<file path="src/rtl/fazyrv_rf_xfer.sv">
// Word-wide access port for the chunk-serial register file.
// Turns one 32-bit read/write into a full N-cycle rotation of CHUNKSIZE-wide shifts.
//
// state | meaning
// IDLE  | ready for a request; accepts on req_i & en_i
// XFER  | shifting: one chunk out of wdat_sr and one chunk into rdat_sr per cycle
// DONE  | one-cycle ack; rdat_o shows the assembled word
module fazyrv_rf_xfer #(
  parameter int CHUNKSIZE = 2
) (
  input  logic                 clk_i,
  input  logic                 rst_i,
  input  logic                 en_i,
  input  logic                 req_i,
  input  logic                 we_req_i,
  input  logic [4:0]           addr_i,
  input  logic [31:0]          wdat_i,
  output logic                 ready_o,
  output logic                 ack_o,
  output logic [31:0]          rdat_o,
  output logic                 rf_shft_o,
  output logic [4:0]           rf_rs1_o,
  output logic [4:0]           rf_rd_o,
  output logic [CHUNKSIZE-1:0] rf_res_o,
  output logic                 rf_we_o,
  input  logic [CHUNKSIZE-1:0] rf_ra_i
);

  localparam int N  = 32 / CHUNKSIZE;
  localparam int CW = (N > 1) ? $clog2(N) : 1;

  typedef enum logic [1:0] {
    IDLE = 2'd0,
    XFER = 2'd1,
    DONE = 2'd2
  } state_t;

  state_t        state;
  state_t        state_nxt;
  logic [CW-1:0] cnt;
  logic [4:0]    addr_lat;
  logic          we_lat;
  logic [31:0]   wdat_sr;
  logic [31:0]   rdat_sr;
  logic [31:0]   rdat_q;
  logic [31:0]   wdat_nxt;
  logic [31:0]   rdat_nxt;
  logic          accept;
  logic          last;

  assign accept = (state == IDLE) & req_i & en_i;
  assign last   = (cnt == CW'(N - 1));

  // With a single 32-bit chunk there is nothing left to shift through.
  generate
    if (CHUNKSIZE == 32) begin : g_full
      assign rdat_nxt = rf_ra_i;
      assign wdat_nxt = '0;
    end else begin : g_part
      assign rdat_nxt = {rf_ra_i, rdat_sr[31:CHUNKSIZE]};
      assign wdat_nxt = {{CHUNKSIZE{1'b0}}, wdat_sr[31:CHUNKSIZE]};
    end
  endgenerate

  always_ff @(posedge clk_i or posedge rst_i) begin
    if (rst_i) begin
      state <= IDLE;
    end else begin
      state <= state_nxt;
    end
  end

  always_comb begin
    state_nxt = state;
    case (state)
      IDLE:    if (accept) state_nxt = XFER;
      XFER:    if (last) state_nxt = DONE;
      DONE:    state_nxt = IDLE;
      default: state_nxt = IDLE;
    endcase
  end

  always_ff @(posedge clk_i or posedge rst_i) begin
    if (rst_i) begin
      cnt      <= '0;
      addr_lat <= '0;
      we_lat   <= 1'b0;
      wdat_sr  <= '0;
      rdat_sr  <= '0;
      rdat_q   <= '0;
    end else begin
      if (accept) begin
        addr_lat <= addr_i;
        we_lat   <= we_req_i;
        wdat_sr  <= wdat_i;
        cnt      <= '0;
      end
      if (state == XFER) begin
        wdat_sr <= wdat_nxt;
        rdat_sr <= rdat_nxt;
        cnt     <= last ? '0 : cnt + CW'(1);
      end
      if (state == DONE) begin
        rdat_q <= rdat_sr;
      end
    end
  end

  // The read chunk is captured in the same cycle the write chunk lands,
  // so a write returns the register's previous contents.
  always_comb begin
    ready_o   = 1'b0;
    ack_o     = 1'b0;
    rdat_o    = rdat_q;
    rf_shft_o = 1'b0;
    rf_we_o   = 1'b0;
    rf_res_o  = '0;
    case (state)
      IDLE: ready_o = 1'b1;
      XFER: begin
        rf_shft_o = 1'b1;
        rf_we_o   = we_lat & (addr_lat != 5'd0);
        rf_res_o  = wdat_sr[CHUNKSIZE-1:0];
      end
      DONE: begin
        ack_o  = 1'b1;
        rdat_o = rdat_sr;
      end
      default: ;
    endcase
  end

  assign rf_rs1_o = addr_lat;
  assign rf_rd_o  = addr_lat;

endmodule

</file>
<file path="config.mk">
export PLATFORM = sky130hd
export DESIGN_NAME = fazyrv_rf_xfer
export DESIGN_NICKNAME = d
export VERILOG_FILES = /design/src/rtl/fazyrv_rf_xfer.sv
export SDC_FILE = /design/constraint.sdc
export NUM_CORES = 1
export LEC_CHECK = 0
export BUFFER_PORTS_ARGS = -buffer_cell sky130_fd_sc_hd__buf_4
export CAP_MARGIN = 40
export CORE_UTILIZATION = 45
export CTS_CLUSTER_DIAMETER = 50
export DETAILED_ROUTE_END_ITERATION = 10
export PLACE_DENSITY = 0.7
export SYNTH_ARGS = -nofsm -noshare
export SYNTH_HDL_FRONTEND = slang
export SYNTH_SLANG_ARGS = --single-unit
</file>
<file path="constraint.sdc">
create_clock -name clk_i -period 3.4 [get_ports clk_i]
set_input_delay 0.51 -clock clk_i [delete_from_list [all_inputs] [get_ports clk_i]]
set_output_delay 0.51 -clock clk_i [all_outputs]
set_load 0.02 [all_outputs]
</file>
==> results of run 1 <==
kinds of logic (layout without fill, tap and decap cells):
group                    Yosys count  after routing  share of synthesized area [%]
AO/OA/AOI/OAI                     41             41                           9.44
XOR/XNOR                           1              1                          0.199
adder cells (fa/ha/maj)            1              1                          0.284
buffers and inverters             29            116                           4.26
flip-flops                       108            108                           61.4
multiplexers                      38             38                           9.72
AND/OR/NAND/NOR                  140            140                           14.7
worst paths after layout:
check | startpoint | to | slack, ns | cells after the start
worst max-delay path | state[1] | rdat_o[31] | 0.89 | 4
worst max register to register | state[0] | wdat_sr[13] | 1.46 | 4
min in group clk_i | rf_ra_i[0] | rdat_sr[30] | 0.33 | 3
max in group asynchronous | rst_i | wdat_sr[24] | 2.42 | 4
worst min register to register | rdat_sr[1] | rdat_sr[1] | 0.50 | 2
worst min-delay path | rst_i | rdat_q[13] | 0.15 | 2
layout make-up:
class                           count  area, um2  share of cell area, %
Tap cell                          129        161                   3.01
Timing Repair Buffer               98        761                   14.2
Sequential cell                   108       2700                   50.4
Clock buffer                        9        124                   2.31
Multi-Input combinational cell    221       1520                   28.4
Clock inverter                      7       82.6                   1.54
Inverter                            2       10.0                  0.187
sequential cells by signal, summed over array words and instances, names as in the netlist:
register	flops
rdat_q	32
rdat_sr	32
state	2
cnt	4
rf_rd_o	5
we_lat	1
wdat_sr	32
synth_stat cells (all sizes together):
| cell | instances | area, um2 |
|---|---|---|
| a21oi | 3 | 15.0 |
| a22o | 3 | 26.3 |
| and2 | 2 | 12.5 |
| and4 | 1 | 8.76 |
| buf | 27 | 180 |
| dfrtp | 108 | 2700 |
| ha | 1 | 12.5 |
| inv | 2 | 7.50 |
| mux2 | 38 | 428 |
| nand2 | 97 | 364 |
| nand2b | 32 | 200 |
| nand3 | 2 | 10.0 |
| nor2 | 2 | 7.51 |
| nor2b | 1 | 6.26 |
| nor4bb | 1 | 25.0 |
| o21a | 1 | 7.51 |
| o21ai | 2 | 10.0 |
| o221a | 30 | 338 |
| o2bb2ai | 1 | 8.76 |
| o311a | 1 | 10.0 |
| or2 | 1 | 6.26 |
| or3 | 1 | 6.26 |
| xor2 | 1 | 8.76 |
power by group:
| part | internal (uW) | leakage, uW | switching [uW] |
|---|---|---|---|
| Clock | 352 | 0.0000984 | 450 |
| Combinational | 774 | 0.00115 | 867 |
| Sequential | 1770 | 0.00134 | 309 |
| Total | 2900 | 0.00258 | 1630 |
critical path, stage by stage, from the launching register on:
cell,delay [ns]
dfrtp_1,0.50
nor2b_4,0.18
buf_4,0.37
mux2_2,0.41
buf_4,0.16
metrics by stage:
stage	power, uW	cells	setup WS, ns
finish	4520	574	0.892
global route	4830	574	0.786
CTS	4600	574	0.846
detailed placement	3770	558	1.28
global placement	3710	557	1.28
floorplan	3230	358	0.0444
per-layer routing:
metal | vias to the layer above | routed length [um] | GRT usage [%]
met5 | - | 0 | 0
met1 | 1417 | 3810 | 23.0
li1 | 1373 | - | -
met3 | 10 | 428 | 4.72
met4 | 0 | 93 | 6.24
met2 | 82 | 3750 | 27.9
layout by cell type, fill, tap and decap left out, drive strengths merged, types with 2 or more instances in the layout:
master      n
dfrtp     108
buf        98
nand2      97
mux2       38
nand2b     32
o221a      30
clkbuf      9
inv         5
a21oi       3
a22o        3
nand3       2
o21ai       2
and2        2
clkinvlp    2
nor2        2
==> impl_metrics.json, run 1 <==
{
  "post-route-min-period_ns": 2.51,
  "numCtsBuffers": 9,
  "nets": 485,
  "cts.repair.resized": 0,
  "gp_routability_congestion": 0.769,
  "first_pass_iters": 4,
  "port-buffer-count": 91,
  "whs_ns": 0.152,
  "die-area_um2": 10200,
  "fp-row-count": 35,
  "wl_per_cell_um": 14.1,
  "antenna_found_initial": 0,
  "hold_class": "in -> async",
  "syn_to_final_growth_pct": 21.9,
  "numClockSinks": 108,
  "period_share_pct": 73.8,
  "fin_util_pct": 57.2,
  "start_util_pct": 47.0,
  "grt_pass1_wl_um": 13700,
  "tritoncts": "built",
  "slew_viol_final": 0,
  "num_vias": 2882,
  "ys_ff_latch": 108,
  "relSlewSlack_pct": 52.5,
  "leakage_uw": 0.00258,
  "fmax_mhz": 399,
  "seq_area_frac_synth_pct": 61.4,
  "drt_drc_violations_left": 0,
  "path_class": "reg -> out",
  "core-area_um2": 9370,
  "cp-end-kind": "primary output",
  "synth.distinct_cells": 29,
  "clk_pin_slew_ns": 0.10,
  "rsz0062_at_grt": "false",
  "grt_use_total_pct": 17.5,
  "yosysWarnings": 0,
  "power_density_nw_per_um2": 843,
  "dpl.hpwl_um": 5390,
  "syn_area_um2": 4400,
  "cts.root.buffer_cell": "clkbuf_8",
  "crit_fanout": 33,
  "crit_arrival_ns": 2.00,
  "avgSynthCellArea_um2": 12.3,
  "drive_above_1_share_pct": 40.4,
  "via_per_inst": 5.02,
  "clock_latency_ns": 0.37,
  "grt.overflow.total": 0,
  "synthesis.nets": 403,
  "fill_cells": 818,
  "io_pins": 92,
  "ant_nets": 0,
  "die_h_um": 101,
  "stdcell_area_um2": 5370,
  "htreeDepth": 3,
  "grt_max_degree": 64,
  "grt_pass1_vias": 2881,
  "cp.required_ns": 2.89,
  "antenna_cells": 0,
  "status": "finished clean",
  "skew_ns": 0.00903,
  "drt_iter0_drc": 78,
  "ir_worst_vdd_mv": 0.397,
  "worst_slew_pin_slew_ns": 0.712,
  "holdBufCountCts": 0,
  "syn_inst": 358,
  "post_cts.repair.setup_buffers": 0,
  "tns_ns": 0,
  "final-hold-violation-count": 0,
  "drv_cap": 0,
  "placed_cell_area_um2": 5160,
  "routed_wl_um": 8080,
  "die_w_um": 101,
  "clock_path_buffers": 2,
  "setup_viol": 0,
  "start_kind": "flop"
}
Power figures use the tool's default switching activity.
==> run 2: changes to the inputs <==
PLACE_DENSITY = 0.68   (was 0.7)
clock period = 2.4 ns   (was 3.4 ns; I/O delays follow)
==> run 2 against run 1 <==
  * Wire length barely moved
  * Critical endpoint is now rdat_o[17]
  * Setup slack got worse by 0.71 ns
  * Critical path depth did not move
  * Global-route usage fell by 0.33 points
  * Via count fell by 0.28%
  * Non-clock buffer count rose by 2
  * Highest routed layer unchanged
  * Critical path type unchanged
  * Combinational power rose by 43%
  * Sequential power rose by 41%
  * Clock skew rose by 0.0045 ns
  * First-iteration DRC count fell by 1.3%
==> impl_metrics.json, run 2 (synthesis results as in run 1) <==
{
  "status": "finished clean",
  "nets": 487,
  "htreeDepth": 3,
  "fmax_mhz": 452,
  "post_cts.repair.setup_buffers": 0,
  "fp-row-count": 35,
  "drv_cap": 0,
  "rr_worst_depth": 3,
  "num_vias": 2874,
  "path_class": "reg -> out",
  "worst_slack_ns": 0.186,
  "skew_ns": 0.0136,
  "drt_drc_violations_left": 0,
  "max_stage_delay_ns": 0.50,
  "cp.required_ns": 2.04,
  "layout_commonest_cell": "dfrtp_1",
  "grt_max_degree": 64,
  "grt_pass1_vias": 2863,
  "worst_slew_pin_slew_ns": 0.702,
  "die-area_um2": 10200,
  "cp_slowest_cell": "dfrtp_1",
  "cts.root.buffer_cell": "clkbuf_8",
  "final-hold-violation-count": 0,
  "start_util_pct": 47.0,
  "slew_viol_final": 0,
  "die_h_um": 101,
  "grt.overflow.total": 0,
  "leakage_uw": 0.00261,
  "rsz0062_at_grt": "false",
  "clock_latency_ns": 0.35,
  "r2r-end": "rf_rd_o[3]",
  "ir_worst_vdd_mv": 0.620,
  "numCtsBuffers": 9,
  "critPathBufInv": 2,
  "setup_viol": 0,
  "power_density_nw_per_um2": 1200,
  "worstPathCellList": "nor2b_4 -> buf_12 -> mux2_2 -> buf_4",
  "drive_above_1_share_pct": 40.7,
  "top_regs": "rdat_q (32), rdat_sr (32), wdat_sr (32)",
  "clock_path_buffers": 2,
  "first_pass_iters": 4,
  "ant_nets": 0,
  "critPathTopFamily": "flip-flops",
  "routed_wl_um": 8090,
  "die_w_um": 101,
  "final_cell_mix": "108 x dfrtp_1, 97 x nand2_1, 97 x buf_4, 32 x mux2_2, 31 x nand2b_1",
  "critical_path.reg2reg.startpoint": "state[0]",
  "rrSetupSlack_ns": 0.75,
  "port-buffer-count": 91,
  "grt_use_total_pct": 17.1,
  "grt_pass1_wl_um": 13600,
  "crit_fanout": 33,
  "relSlewSlack_pct": 53.1,
  "clk_pin_slew_ns": 0.11,
  "gp_routability_congestion": 0.699,
  "core-area_um2": 9370,
  "drt_iter0_drc": 77,
  "period_share_pct": 92.2,
  "holdBufCountCts": 0,
  "syn_to_final_growth_pct": 22.9,
  "hold_class": "in -> async",
  "io_pins": 92,
  "post-route-min-period_ns": 2.21,
  "dpl.hpwl_um": 5320,
  "post-place-ws_ns": 0.579,
  "numClockSinks": 108,
  "tritoncts": "built",
  "tns_ns": 0,
  "via_per_inst": 4.99,
  "crit_arrival_ns": 1.85,
  "cts.repair.resized": 0,
  "cp-end-kind": "primary output",
  "antenna_found_initial": 0,
  "start_kind": "flop",
  "antenna_cells": 0,
  "wl_per_cell_um": 14.0
}
## run 2: worst max-delay path by stage
stage	from	to	slack [ns]	cells past startpoint
3_5_place_dp	state[1]	rdat_o[31]	0.58	4
6_report	state[1]	rdat_o[17]	0.19	4
2_1_floorplan	state[1]	rdat_o[22]	0.72	4
5_1_grt	state[1]	rdat_o[31]	0.08	4
4_1_cts	state[1]	rdat_o[31]	0.15	4
3_3_place_gp	state[1]	rdat_o[29]	0.62	4
## run 2: power by group
part           switching, uW  leakage (uW)  internal [uW]
sequential               426       0.00134           2510
clock                    612      0.000112            596
combinational           1240       0.00116           1110
## run 2: stage by stage
step                cells  cell area [um2]  hold WS (ns)  util [%]  power [uW]
CTS                   576             5410         0.118      57.7        6580
global placement      560             5190         0.455      55.4        5280
finish                576             5410         0.105      57.7        6490
floorplan             358             4410         0.440         -        4570
global route          576             5410         0.133      57.7        6940
detailed placement    560             5190         0.464      55.4        5360
## run 2: worst register-to-register path, stage by stage, from the launching register on
cell and delay, ns:
dfrtp_1 0.49, nor4bb_4 0.35, buf_4 0.34, mux2_1 0.37
## run 2: final cells by class
type	instances	area, um2
tap	129	161
clock buffer	9	124
sequential	108	2700
clock inverter	7	97.6
timing repair buffer	100	788
fill	799	3960
inverter	2	11.3
multi-input combinational	221	1520
## run 2: metal layers
layer	up-vias	routed length [um]	GRT usage, %	share of wire, %
li1	1377	-	-	-
met1	1425	3730	22.3	46
met2	70	3960	28.2	49
met3	2	367	4.92	4.5
met4	0	36	4.57	0.45
met5	-	0	0	0
